<file path="src/rtl/addr_signed_serial_rchk.sv">
// Digit-serial signed adder: CHUNK bits per cycle, exact WIDTH+1-bit sum,
// guarded by a mod-3 residue check with automatic bounded re-execution.
module addr_signed_serial_rchk #(
  parameter int WIDTH     = 8,
  parameter int CHUNK     = 4,
  parameter int MAX_RETRY = 2,
  parameter int CNT_W     = 16
) (
  input  logic             clk,
  input  logic             rst,
  input  logic             in_valid,
  output logic             in_ready,
  input  logic [WIDTH-1:0] a,
  input  logic [WIDTH-1:0] b,
  input  logic             inj_en,
  input  logic [WIDTH:0]   inj_mask,
  output logic             out_valid,
  input  logic             out_ready,
  output logic [WIDTH:0]   sum,
  output logic             err,
  output logic [CNT_W-1:0] fault_cnt
);

  localparam int NCH   = WIDTH / CHUNK;
  localparam int IDX_W = (NCH > 1) ? $clog2(NCH) : 1;
  localparam int TRY_W = (MAX_RETRY > 0) ? $clog2(MAX_RETRY + 1) : 1;

  generate
    if ((WIDTH % CHUNK) != 0 || WIDTH < 2 || CHUNK < 1 || MAX_RETRY < 0) begin : g_bad_param
      $error("addr_signed_serial_rchk: WIDTH must be >=2 and a multiple of CHUNK");
    end
  endgenerate

  typedef enum logic [1:0] {
    S_IDLE  = 2'd0,
    S_ADD   = 2'd1,
    S_CHECK = 2'd2,
    S_DONE  = 2'd3
  } state_t;

  state_t r_state;
  state_t w_state_nxt;

  logic [WIDTH-1:0] r_a;
  logic [WIDTH-1:0] r_b;
  logic [IDX_W-1:0] r_idx;
  logic             r_carry;
  logic [TRY_W-1:0] r_tries;
  logic [WIDTH:0]   r_sum;
  logic             r_err;
  logic [CNT_W-1:0] r_fault_cnt;

  logic             w_accept;
  logic             w_last;
  logic             w_match;
  logic             w_can_retry;
  logic [CHUNK:0]   w_chunk;
  logic [WIDTH:0]   w_sum_nxt;
  logic [1:0]       w_res_ab;
  logic [1:0]       w_res_sum;

  // Modular add of two residues already in 0..2.
  function automatic logic [1:0] mod3_add(input logic [1:0] x, input logic [1:0] y);
    logic [2:0] s;
    logic [2:0] d;
    // NOTE: blocking assignments are correct inside functions and always_comb;
    // only clocked state below uses non-blocking assignments.
    s = {1'b0, x} + {1'b0, y};
    d = s - 3'd3;
    return (s >= 3'd3) ? d[1:0] : s[1:0];
  endfunction

  // Residue of a signed (WIDTH+1)-bit value: bit i weighs 2^i mod 3 (1,2,1,...),
  // the sign bit weighs -2^WIDTH mod 3.
  function automatic logic [1:0] res3(input logic [WIDTH:0] x);
    logic [1:0] acc;
    acc = 2'd0;
    for (int i = 0; i < WIDTH; i++) begin
      if (x[i]) acc = mod3_add(acc, (i % 2 == 0) ? 2'd1 : 2'd2);
    end
    if (x[WIDTH]) acc = mod3_add(acc, (WIDTH % 2 == 0) ? 2'd2 : 2'd1);
    return acc;
  endfunction

  assign w_accept    = in_valid && in_ready;
  assign w_last      = (r_idx == IDX_W'(NCH - 1));
  assign w_chunk     = {1'b0, r_a[r_idx*CHUNK +: CHUNK]}
                     + {1'b0, r_b[r_idx*CHUNK +: CHUNK]}
                     + {{CHUNK{1'b0}}, r_carry};
  assign w_res_ab    = mod3_add(res3({r_a[WIDTH-1], r_a}), res3({r_b[WIDTH-1], r_b}));
  assign w_res_sum   = res3(r_sum);
  assign w_match     = (w_res_ab == w_res_sum);
  assign w_can_retry = (int'(r_tries) < MAX_RETRY);

  // Merge the current chunk into the running sum; the final chunk also fixes
  // the sign bit and applies any fault-injection mask to the whole word.
  always_comb begin
    // NOTE: every always_comb output gets a default first so no latch is inferred.
    w_sum_nxt = r_sum;
    w_sum_nxt[r_idx*CHUNK +: CHUNK] = w_chunk[CHUNK-1:0];
    if (w_last) begin
      w_sum_nxt[WIDTH] = r_a[WIDTH-1] ^ r_b[WIDTH-1] ^ w_chunk[CHUNK];
      if (inj_en) w_sum_nxt = w_sum_nxt ^ inj_mask;
    end
  end

  always_ff @(posedge clk) begin
    // NOTE: reset is synchronous, so it is just the highest-priority branch here.
    if (rst) r_state <= S_IDLE;
    else     r_state <= w_state_nxt;
  end

  always_comb begin
    w_state_nxt = r_state;
    in_ready    = 1'b0;
    out_valid   = 1'b0;
    case (r_state)
      S_IDLE: begin
        in_ready = !rst;
        if (w_accept) w_state_nxt = S_ADD;
      end
      S_ADD: begin
        if (w_last) w_state_nxt = S_CHECK;
      end
      S_CHECK: begin
        if (w_match || !w_can_retry) w_state_nxt = S_DONE;
        else                         w_state_nxt = S_ADD;
      end
      S_DONE: begin
        out_valid = !rst;
        if (out_ready) w_state_nxt = S_IDLE;
      end
      default: w_state_nxt = S_IDLE;
    endcase
  end

  always_ff @(posedge clk) begin
    if (rst) begin
      r_a         <= '0;
      r_b         <= '0;
      r_idx       <= '0;
      r_carry     <= 1'b0;
      r_tries     <= '0;
      r_sum       <= '0;
      r_err       <= 1'b0;
      r_fault_cnt <= '0;
    end else begin
      case (r_state)
        S_IDLE: begin
          if (w_accept) begin
            r_a     <= a;
            r_b     <= b;
            r_idx   <= '0;
            r_carry <= 1'b0;
            r_tries <= '0;
            r_err   <= 1'b0;
          end
        end
        S_ADD: begin
          r_sum   <= w_sum_nxt;
          r_carry <= w_chunk[CHUNK];
          r_idx   <= w_last ? '0 : r_idx + IDX_W'(1);
        end
        S_CHECK: begin
          if (w_match) begin
            r_err <= 1'b0;
          end else begin
            if (r_fault_cnt != '1) r_fault_cnt <= r_fault_cnt + CNT_W'(1);
            if (w_can_retry) begin
              r_tries <= r_tries + TRY_W'(1);
              r_idx   <= '0;
              r_carry <= 1'b0;
            end else begin
              r_err <= 1'b1;
            end
          end
        end
        default: ;
      endcase
    end
  end

  assign sum       = r_sum;
  assign err       = r_err;
  assign fault_cnt = r_fault_cnt;

endmodule

</file>
<file path="config.mk">
export PLATFORM = sky130hd
export DESIGN_NAME = addr_signed_serial_rchk
export DESIGN_NICKNAME = d
export VERILOG_FILES = /design/src/rtl/addr_signed_serial_rchk.sv
export SDC_FILE = /design/constraint.sdc
export NUM_CORES = 1
export LEC_CHECK = 0
export ABC_AREA = 1
export BUFFER_PORTS_ARGS = -buffer_cell sky130_fd_sc_hd__buf_2
export CORE_MARGIN = 3
export CORE_UTILIZATION = 50
export CTS_CLUSTER_SIZE = 8
export DETAILED_ROUTE_END_ITERATION = 16
export PLACE_DENSITY = 0.72
export SETUP_SLACK_MARGIN = 0.15
export SYNTH_ARGS = -nofsm -noshare
export SYNTH_HDL_FRONTEND = slang
export SYNTH_SLANG_ARGS = --single-unit
</file>
<file path="constraint.sdc">
create_clock -name clk -period 12.03 [get_ports clk]
set_input_delay 2.406 -clock clk [delete_from_list [all_inputs] [get_ports clk]]
set_output_delay 2.406 -clock clk [all_outputs]
set_load 0.02 [all_outputs]
</file>
# Yosys cells after proc, flatten, opt, wreduce, memory -nomap -nowiden
# Cells that the tools add are included.
[classes]
eq_ne = 11
n_mux = 75
n_reduce_logical = 13
bitwise_logic = 4
addsub = 56
magnitude_cmp = 26
shifts = 4
[ops]
columns = ["op", "n"]
rows = [
  ["2-bit two-way mux", 56],
  ["3-bit by 2-bit >= comparator with 1-bit output, second input constant", 25],
  ["2-bit subtractor, second input constant", 25],
  ["2-bit by 2-bit adder with 3-bit output, second input constant", 12],
  ["3-bit negation with 34-bit output", 1],
  ["4-bit by 34-bit variable shift with 9-bit output, first input constant", 1],
  ["4-bit by 34-bit indexed part select with 9-bit output", 1],
  ["2-bit by 1-bit adder with 3-bit output, second input constant", 9],
  ["9-bit two-way mux", 2],
  ["16-bit by 1-bit adder with 16-bit output, second input constant", 1],
  ["16-bit != test, second input constant", 1],
  ["8-bit by 4-bit indexed part select with 4-bit output", 2],
  ["1-bit two-way mux", 11],
  ["2-bit != test, second input constant", 5],
  ["1-bit by 2-bit adder with 3-bit output, second input constant", 3],
  ["9-bit bitwise mux", 1],
  ["3-bit AND reduction", 3],
  ["9-bit bitwise XOR", 1],
  ["2-bit case mux with 4 select lines", 1],
  ["4-bit AND reduction", 2],
  ["1-bit case mux with 3 select lines", 2],
  ["4-bit by 4-bit adder with 5-bit output", 1],
  ["5-bit by 1-bit adder with 5-bit output", 1],
  ["2-bit == test, second input constant", 2],
  ["other kinds (18)", 20],
]
[totals]
in_bits = 30
word_cells = 198
register_bits = 48

# Logic depth before layout (Yosys ltp)
[depth]
word_depth = 40
mapped_depth = 40
mapped_depth_nobuf = 40

# Worst setup path after synthesis
# Ideal clock, no wire load.
[synth_timing]
path_kind = "input port to output port"
start = "in rst"
end = "out out_valid"
path_buffers = 1
slack_ns = 6.692
arrival_ns = 2.932
cell_stages = 2
t_required_ns = 9.624
cell_sequence = "clkbuf_1 nor2_1"
[synth_via]
elab_chain_cells = 2
[synth_lines]
columns = ["item", "line", "text"]
rows = [
  ["start, declared", "10", "input logic rst,"],
  ["1-bit zero test", "130", "out_valid = !rst;"],
  ["1-bit two-way mux", "117", "case (r_state)"],
  ["end, declared", "17", "output logic out_valid,"],
]
# No other way between the ends.

# Worst setup path in the final report
[layout_timing]
start = "in rst"
end = "out in_ready"
[layout_via]
elab_chain_cells = 2
[layout_lines]
columns = ["item", "line", "text"]
rows = [
  ["1-bit zero test", "119", "in_ready = !rst;"],
  ["1-bit two-way mux", "117", ""],
  ["end, declared", "12", "output logic in_ready,"],
]
# No other way between the ends.

==> impl_metrics.py <==
metrics = {
    "cts": {
        "htreeDepth": 2,
        "post_cts_buffers": 0,
        "clk_pin_slew_ns": 0.09,
        "cts_buffer_depth": 2,
        "cts_hold_buf": 0,
        "cts-resized-gates": 0,
        "numCtsBuffers": 5,
        "clock-sinks": 48,
        "clock_latency_ns": 0.30,
        "ctsRootBufferMaster": "clkbuf_8",
        "cts_tree": "done",
    },
    "cells_and_area": {
        "diodes": 0,
        "syn_to_final_growth_pct": 11.38,
        "final_area_um2": 4225,
        "fin_nets": 680,
        "layout-drive-gt1-share_pct": 15.45,
        "finalNonFillerCells": 714,
    },
    "detailed_routing": {
        "routed_wl_mm": 8.414,
        "drc": 0,
        "antenna_left": 0,
        "wl_per_cell_um": 11.78,
        "via_per_inst": 5.186,
        "first_pass_iters": 4,
        "drt_iter0_markers": 123,
        "vias": 3703,
    },
    "logic_synthesis": {
        "async_reset_ff_share_pct": 0,
        "yosysSeqAreaShare_pct": 25.33,
        "ys_warn_count": 0,
        "synth_top_area_share_pct": 25.33,
        "synth.area.top_cells": "dfxtp_1 25%, nand2_1 13%, ha_1 11%",
        "synth_edf_count": 0,
        "avgSynthCellArea_um2": 6.726,
        "ys.flop_type": "dfxtp_1",
        "synth.largest_area_cell": "dfxtp_1",
        "ys_ff_latch": 48,
        "mappedNetlistArea_um2": 3794,
        "syn_inst": 564,
        "yosysUniqueCellTypes": 38,
        "synth_fp_nets": 630,
    },
    "timing": {
        "worstMarginPinSlew_ns": 0.8440,
        "setup_viol": 0,
        "finClkSkew_ns": 0.005292,
        "max_freq_mhz": 162.6,
        "hold_viol_final": 0,
        "timing.hold.ws_ns": 0.4948,
        "slew_headroom_pct": 43.67,
        "layout_worst_path_cycle_share_pct": 51.12,
        "setup_ws_ns": 5.880,
        "layout_min_cycle_time_ns": 6.150,
        "setup_tns_ns": 0,
        "rsz0062_at_grt": "no",
        "report.final.slew_viol_count": 0,
    },
    "critical_path": {
        "critPathCaptureType": "output pin",
        "worst_ep_required_time_ns": 9.62,
        "cp_max_fo": 27,
        "critPathLaunchType": "input port",
        "reg2reg_slack_ns": 6.15,
        "crit_type": "input port to output pin",
        "arrival_ns": 3.74,
    },
    "status": {
        "status": "complete, no violations",
    },
    "placed_design": {
        "place_congestion": 0.7948,
        "hpwl_mm": 6.576,
        "placed_cell_area_um2": 4131,
        "dp_cells": 706,
        "portBuffers": 57,
        "dp_worst_setup_slack_ns": 5.885,
    },
    "power_and_ir_drop": {
        "p_leak_nw": 2.025,
        "irDropWorstVdd_uv": 177.8,
        "powerDensity_nw_per_um2": 239.5,
    },
    "die": {
        "dieHeight_um": 93.11,
        "core_um2": 7292,
        "io-pin-count": 58,
        "initial_core_util_pct": 52.02,
        "die_x_um": 93.11,
        "row_count": 31,
        "die_area_um2": 8669,
    },
    "grt": {
        "grt_max_degree": 34,
        "antenna_found_initial": 0,
        "grt_pass1_wl_mm": 14.62,
        "grtUsageTotal_pct": 19.94,
        "first_global_vias": 3455,
        "grt-ovfl-total": 0,
    },
    "hold_path": {
        "hp-class": "flip-flop to flip-flop",
    },
    "run": {
        "max_cap_viol_count": 0,
    },
}
## stage by stage
stage / util, % / power [mW]
after CTS: 57.94 / 1.024
final: 57.94 / 1.012
after global routing: 57.94 / 1.144
after global placement: 56.66 / 0.8865
after detailed placement: 56.66 / 0.9184
after floorplan: - / 0.7958
## cells in the mapped netlist, drive strengths merged, types with 11 or more instances
library cell / n
a21oi: 45
clkbuf: 11
dfxtp: 48
ha: 33
inv: 73
nand2: 140
nand3: 40
nand4: 21
nor2: 36
o21ai: 50
or2: 11
xor2: 20
## metal layers
metal | vias to the layer above | track usage (%) | wire length, um
met1 | 1694 | 26.38 | 4128
met5 | - | 0 | 0
met2 | 45 | 34.97 | 4012
met4 | 0 | 3.175 | 44
met3 | 6 | 2.896 | 229
li1 | 1958 | - | -
## final cells by class
type	count	area, um2
Clock inverter	1	7.507
Sequential cell	48	960.9
Tap cell	99	123.9
Timing Repair Buffer	57	285.3
Inverter	74	277.8
Multi-Input combinational cell	428	2484
Clock buffer	7	86.33
Fill cell	744	3067
## flip-flops by register name, summed over array words and instances, names as in the netlist
signal,cells
r_b,8
r_tries,2
r_idx,1
r_carry,1
err,1
fault_cnt,16
r_a,8
sum,9
r_state,2
## final timing paths
path	endpoint	cells after the start	startpoint
worst max-delay path	in_ready	5	rst
worst min-delay path	fault_cnt[12]	2	fault_cnt[12]
worst max register to register	fault_cnt[1]	34	r_a[0]
worst min register to register	fault_cnt[12]	2	fault_cnt[12]
## worst max-delay path, cell delays in order
cell     delay (ns)
buf_2          0.39
inv_1          0.48
nand2_1        0.25
inv_1          0.05
buf_2          0.15
## cell families after synthesis
kind of cell / share of synthesized area, %
AO/OA/AOI/OAI: 15.30
adder cells (fa/ha/maj): 12.47
buffers and inverters: 9.201
flip-flops: 25.33
multiplexers: 0.5277
AND/OR/NAND/NOR: 30.47
XOR/XNOR: 6.695
## layout by cell type (no fill, tap or decap), drive strengths merged
cell type / Yosys / layout
ha: 33 / 33
xnor2: 9 / 9
xor2: 20 / 20
fa: 3 / 3
a21oi: 45 / 45
dfxtp: 48 / 48
inv: 73 / 73
o22ai: 3 / 3
o21a: 2 / 2
nand4: 21 / 21
nand3: 40 / 40
clkinv: 1 / 1
or2: 11 / 11
clkinvlp: 0 / 1
a21o: 2 / 2
buf: 3 / 57
a211oi: 2 / 2
clkbuf: 11 / 7
a31oi: 3 / 3
nor3: 3 / 3
nor2: 36 / 36
mux2i: 2 / 2
nand2: 140 / 140
o211ai: 1 / 1
o21ai: 50 / 50
nor4: 2 / 2
## report_power, final
part           internal, mW  switching [mW]  leakage (nW)
clock                0.0468          0.0549        0.0445
combinational         0.236           0.454          1.59
sequential            0.187          0.0323         0.391
total                 0.470           0.542          2.02
(Power assumes the default switching activity.)
